**src/rtl/scan_io_driver.sv**
```systemverilog
// scan_io_driver
//   Upstream feeder for one 8-bit user design slot. A stimulus word is taken
//   over a valid/ready handshake and shifted MSB-first through an 8-stage scan
//   register, which models chain timing. The word is then latched onto the
//   design inputs. After a settle window the design outputs are captured and
//   returned over a second valid/ready handshake. module_in changes only on
//   the latch edge, so the design never sees a partially shifted word.
//
//   Optional macro SCAN_IO_AUTO_CLK_EN: when it is defined, CLKHI and CLKLO
//   states are inserted after LATCH. Together they put one pulse on
//   module_in[0], which acts as the design clock.
//
// Ports
//   clk, rst_n             system clock (rising edge), async active-low reset
//   in_data/in_valid/in_ready       stimulus handshake
//   resp_data/resp_valid/resp_ready response handshake
//   module_in  / module_out  user design io_in / io_out
//   busy       high in any state other than IDLE
//   txn_count  completed transactions, wraps 255 -> 0
module scan_io_driver #(
  parameter int SETTLE_CYCLES = 2,   // 1..255
  parameter int WIDTH         = 8
) (
  input  logic             clk,
  input  logic             rst_n,
  input  logic [WIDTH-1:0] in_data,
  input  logic             in_valid,
  output logic             in_ready,
  output logic [WIDTH-1:0] resp_data,
  output logic             resp_valid,
  input  logic             resp_ready,
  output logic [WIDTH-1:0] module_in,
  input  logic [WIDTH-1:0] module_out,
  output logic             busy,
  output logic [7:0]       txn_count
);

  typedef enum logic [2:0] {
    IDLE,
    SHIFT,
    LATCH,
`ifdef SCAN_IO_AUTO_CLK_EN
    CLKHI,
    CLKLO,
`endif
    SETTLE,
    CAPTURE,
    RESP
  } state_t;

  localparam logic [7:0] SETTLE_LAST = 8'(SETTLE_CYCLES - 1);

  state_t           state, state_nxt;
  logic [WIDTH-1:0] word;
  logic [WIDTH-1:0] shreg;
  logic [2:0]       cnt;
  logic [7:0]       scnt;

  always_ff @(posedge clk or negedge rst_n) begin
    if (!rst_n) state <= IDLE;
    else        state <= state_nxt;
  end

  always_comb begin
    state_nxt = state;
    case (state)
      IDLE:    if (in_valid)   state_nxt = SHIFT;
      SHIFT:   if (cnt == 3'd7) state_nxt = LATCH;
`ifdef SCAN_IO_AUTO_CLK_EN
      LATCH:   state_nxt = CLKHI;
      CLKHI:   state_nxt = CLKLO;
      CLKLO:   state_nxt = SETTLE;
`else
      LATCH:   state_nxt = SETTLE;
`endif
      SETTLE:  if (scnt == SETTLE_LAST) state_nxt = CAPTURE;
      CAPTURE: state_nxt = RESP;
      RESP:    if (resp_ready) state_nxt = IDLE;
      default: state_nxt = IDLE;
    endcase
  end

  assign in_ready = (state == IDLE);
  assign busy     = (state != IDLE);

  always_ff @(posedge clk or negedge rst_n) begin
    if (!rst_n) begin
      word       <= '0;
      shreg      <= '0;
      cnt        <= '0;
      scnt       <= '0;
      module_in  <= '0;
      resp_data  <= '0;
      resp_valid <= 1'b0;
      txn_count  <= '0;
    end else begin
      case (state)
        IDLE: if (in_valid) begin
          // The word is held internally, so later changes on in_data are ignored.
          word <= in_data;
          cnt  <= '0;
        end
        SHIFT: begin
          shreg <= {shreg[WIDTH-2:0], word[3'd7 - cnt]};
          cnt   <= cnt + 3'd1;
        end
        LATCH: begin
          module_in <= shreg;
          scnt      <= '0;
        end
`ifdef SCAN_IO_AUTO_CLK_EN
        CLKHI: module_in[0] <= 1'b1;
        CLKLO: module_in[0] <= 1'b0;
`endif
        SETTLE: scnt <= scnt + 8'd1;
        CAPTURE: begin
          resp_data  <= module_out;
          resp_valid <= 1'b1;
        end
        RESP: if (resp_ready) begin
          resp_valid <= 1'b0;
          txn_count  <= txn_count + 8'd1;
        end
        default: ;
      endcase
    end
  end

endmodule

```
**config.mk**
```make
export PLATFORM = sky130hd
export DESIGN_NAME = scan_io_driver
export DESIGN_NICKNAME = d
export VERILOG_FILES = /design/src/rtl/scan_io_driver.sv
export SDC_FILE = /design/constraint.sdc
export NUM_CORES = 1
export LEC_CHECK = 0
export CORE_MARGIN = 5
export CORE_UTILIZATION = 45
export DETAILED_ROUTE_END_ITERATION = 7
export GPL_TIMING_DRIVEN = 0
export PLACE_DENSITY = 0.82
export SETUP_SLACK_MARGIN = 0.02
export SKIP_LAST_GASP = 1
export SYNTH_ARGS = -nofsm -noshare
export SYNTH_HDL_FRONTEND = slang
export SYNTH_SLANG_ARGS = --single-unit
```
**constraint.sdc**
```tcl
create_clock -name clk -period 2.11 [get_ports clk]
set_input_delay 0.5275 -clock clk [delete_from_list [all_inputs] [get_ports clk]]
set_output_delay 0.5275 -clock clk [all_outputs]
set_load 0.005 [all_outputs]
```
==> impl_metrics.csv <==
group,metric,value,unit
yosys,yosysWarningCount,0,
yosys,synth_area_per_cell,12.1,µm²
cts,cts-root-to-sink-buffers,2,
floorplanning,initial_utilization,46.9,%
global_routing,first_global_vias,1711,
final_layout,num-nets-final,280,
timing,final_period_utilization,87.1,%
cts,clkSlewWorstSetupHoldPaths,0.10,ns
floorplanning,core_region_area,5170,µm²
power,p_leak,1.40,nW
global_routing,grt_max_degree,30,
yosys,synth_top_cells_by_area,"sky130_fd_sc_hd__dfrtp_1 57%, sky130_fd_sc_hd__mux2_2 12%, sky130_fd_sc_hd__nand2_1 5.4%, sky130_fd_sc_hd__ha_1 2.6%, sky130_fd_sc_hd__mux2i_1 2.1%",
cts,clock-sinks,55,
floorplanning,dieArea,6950,µm²
setup_path,worstSetupStartpointType,"register",
final_layout,drive_above_1_share,19.9,%
timing,period_needed,1.84,ns
timing,finalClockSkew,0.00474,ns
timing,max_freq,544,MHz
yosys,synthCells,201,
floorplanning,row_count,26,
cts,tritoncts_clock_tree,"done",
cts,h-tree-depth,2,
final_layout,flow.area_growth_from_synthesis,27.9,%
detailed_routing,post_drt_via_cell_ratio,5.09,
cts,cts-buffers-inserted,5,
setup_path,worstPathMaxFanout,6,
power,power_density,1260,nW/µm²
setup_path,cpPeakStageDelay,0.54,ns
detailed_routing,wl_met2,2.14,mm
detailed_routing,routed.top_layer,"met4",
global_routing,grt_antenna_before_repair,0,
global_routing,wire_length_of_the_first_global_routing_pass,7.68,mm
yosys,synth_largest_area_cell,"sky130_fd_sc_hd__dfrtp_1",
yosys,async_flop_share,100,%
setup_path,worst_path_cell_chain,"clkdlybuf4s50_1",
cts,clock_latency,0.30,ns
yosys,synth.top_cell.area_share,56.8,%
final_layout,final_cell_mix,"55 x sky130_fd_sc_hd__dfrtp_1, 43 x sky130_fd_sc_hd__clkdlybuf4s50_1, 35 x sky130_fd_sc_hd__nand2_1",
cts,cts.repair_timing.setup_buffer_count,0,
timing,setup-violations-final,0,
yosys,synth.distinct_cells,37,
setup_path,cp_num_buf_inv,1,
detailed_routing,drt_pre_antenna_iters,4,
final_layout,diodes,0,
timing,tightest_slew,0.725,ns
floorplanning,die-width,83.4,µm
global_routing,global_route.usage.total,13.4,%
power,peakVddDrop,0.616,mV
floorplanning,io_pins,47,
setup_path,cp_data_arrival_time,1.31,ns
run_status,outcome,"complete, no violations",
yosys,synthesis.area,2420,µm²
timing,grt_setup_unrepaired,"false",
timing,timing_max_transition_violations_final,0,
global_routing,globalRoute.totalOverflow,0,
detailed_routing,wl_met1,1.98,mm
yosys,synth.ff_latch_count,55,
cts,clockRootBuffer,"sky130_fd_sc_hd__clkbuf_8",
timing,slew_headroom,51.4,%
detailed_routing,remaining_drc_errors,0,
worst_hold_path,worst_hold_path_class,"input pin to asynchronous set/reset pin",
timing,setup-tns-final,0,ns
detailed_routing,met3_wirelength,201,µm
timing,final_hold_viol_count,0,
final_layout,fin_cells,326,
setup_path,critPathCaptureType,"output pin",
setup_path,crit_family,"buffers and inverters",
detailed_routing,via_count,1660,
placed_design,gp_routability_congestion,0.801,
placed_design,dp_hpwl,3.19,mm
detailed_routing,drt.antenna.violating_nets,0,
detailed_routing,route.final.wire_length,4.38,mm
yosys,synth_edf_count,0,
setup_path,wp_data_required,1.58,ns
yosys,synth.yosys.seq_area_share,56.8,%
setup_path,setup.worst_path.class,"register to output pin",
yosys,postSynth.topFlopCell,"sky130_fd_sc_hd__dfrtp_1",
detailed_routing,post_drt_wl_per_cell,13.4,µm
placed_design,place.port_buffers,46,
detailed_routing,drt_iter0_markers,91,
final_layout,mostFrequentLayoutCell,"sky130_fd_sc_hd__dfrtp_1",
job,cap_viol_max_count,0,
setup_path,cpMaxStageDelayCell,"sky130_fd_sc_hd__clkdlybuf4s50_1",
floorplanning,fp.dieH,83.4,µm
yosys,synth_fp_nets,226,
placed_design,post-place-cells,318,
path summary, 6_finish.rpt:
kind                                     startpoint                        to  slack, ns  cells after the start
max                        txn_count[2]$_DFFE_PN0P_              txn_count[2]       0.27                      1
min in group clk           txn_count[7]$_DFFE_PN0P_  txn_count[7]$_DFFE_PN0P_       0.49                      1
max in group asynchronous                     rst_n  resp_data[1]$_DFFE_PN0P_       1.33                      2
min reg2reg                txn_count[7]$_DFFE_PN0P_  txn_count[7]$_DFFE_PN0P_       0.49                      1
max reg2reg                    state[1]$_DFFE_PN0P_  resp_data[6]$_DFFE_PN0P_       0.42                      3
min                                           rst_n       scnt[7]$_DFFE_PN0P_       0.22                      1
Yosys cell counts (2+ instances only):
| master | instances |
|---|---|
| sky130_fd_sc_hd__and3_1 | 2 |
| sky130_fd_sc_hd__nand2b_1 | 3 |
| sky130_fd_sc_hd__xnor2_1 | 4 |
| sky130_fd_sc_hd__mux2_2 | 25 |
| sky130_fd_sc_hd__o21ai_0 | 9 |
| sky130_fd_sc_hd__nor3_2 | 2 |
| sky130_fd_sc_hd__dfrtp_1 | 55 |
| sky130_fd_sc_hd__nand4_1 | 4 |
| sky130_fd_sc_hd__nor2_1 | 7 |
| sky130_fd_sc_hd__o31ai_1 | 3 |
| sky130_fd_sc_hd__nand2_1 | 35 |
| sky130_fd_sc_hd__ha_1 | 5 |
| sky130_fd_sc_hd__inv_1 | 6 |
| sky130_fd_sc_hd__buf_2 | 3 |
| sky130_fd_sc_hd__nand3_1 | 4 |
| sky130_fd_sc_hd__xor2_1 | 5 |
| sky130_fd_sc_hd__buf_4 | 5 |
| sky130_fd_sc_hd__mux2i_1 | 5 |
layer usage:
layer	vias up	global-route usage [%]
li1	804	-
met1	807	16.4
met2	42	23.2
met3	7	3.17
met4	0	4.46
met5	-	0
cells by family (layout without fill, tap and decap cells):
| kind of cell | Yosys count | in the layout | share of synthesized area (%) |
|---|---|---|---|
| AOI/OAI and AO/OA | 17 | 17 | 4.34 |
| DFF | 55 | 55 | 56.8 |
| and+or+nand+nor | 69 | 69 | 14.7 |
| muxes | 31 | 31 | 14.6 |
| xor gates and xnor gates | 10 | 10 | 3.92 |
| buffers and inverters | 14 | 69 | 3.10 |
| adders and majority gates | 5 | 5 | 2.58 |
power breakdown:
| part | internal [mW] | switching (mW) |
|---|---|---|
| Sequential | 1.46 | 0.255 |
| Combinational | 0.910 | 0.670 |
| Clock | 0.268 | 0.337 |
| Total | 2.63 | 1.26 |
cell type report:
class	count	area (µm²)
tap	70	87.6
timing repair buffer	47	477
clock buffer	6	82.6
inverter	6	22.5
buffer	8	58.8
clock inverter	2	16.3
sequential	55	1380
multi-input combinational	132	978
fill	421	2070
sequential cells by signal, indices dropped and copies added, names as in the netlist, 3 cells and up:
| register | count |
|---|---|
| cnt | 3 |
| module_in | 8 |
| resp_data | 8 |
| scnt | 8 |
| shreg | 8 |
| state | 3 |
| txn_count | 8 |
| word | 8 |
stage by stage:
step	utilization [%]	setup WS (ns)	hold slack, ns	total power, mW	area (µm²)
CTS	59.9	0.0316	0.235	3.96	3100
finish	59.9	0.272	0.223	3.90	3100
global route	59.9	0.192	0.263	4.20	3100
global placement	57.5	-1.14	0.461	3.27	2970
floorplan	-	0.584	0.232	2.62	2420
detailed placement	57.7	-0.0132	0.476	3.33	2990
timing repair:
| action | CTS | global route |
|---|---|---|
| resized for setup | 4 | 1 |
| endpoints found under the setup margin | 2 | 1 |
| hold buffers | 0 | 0 |
Power figures use the tool's default switching activity.
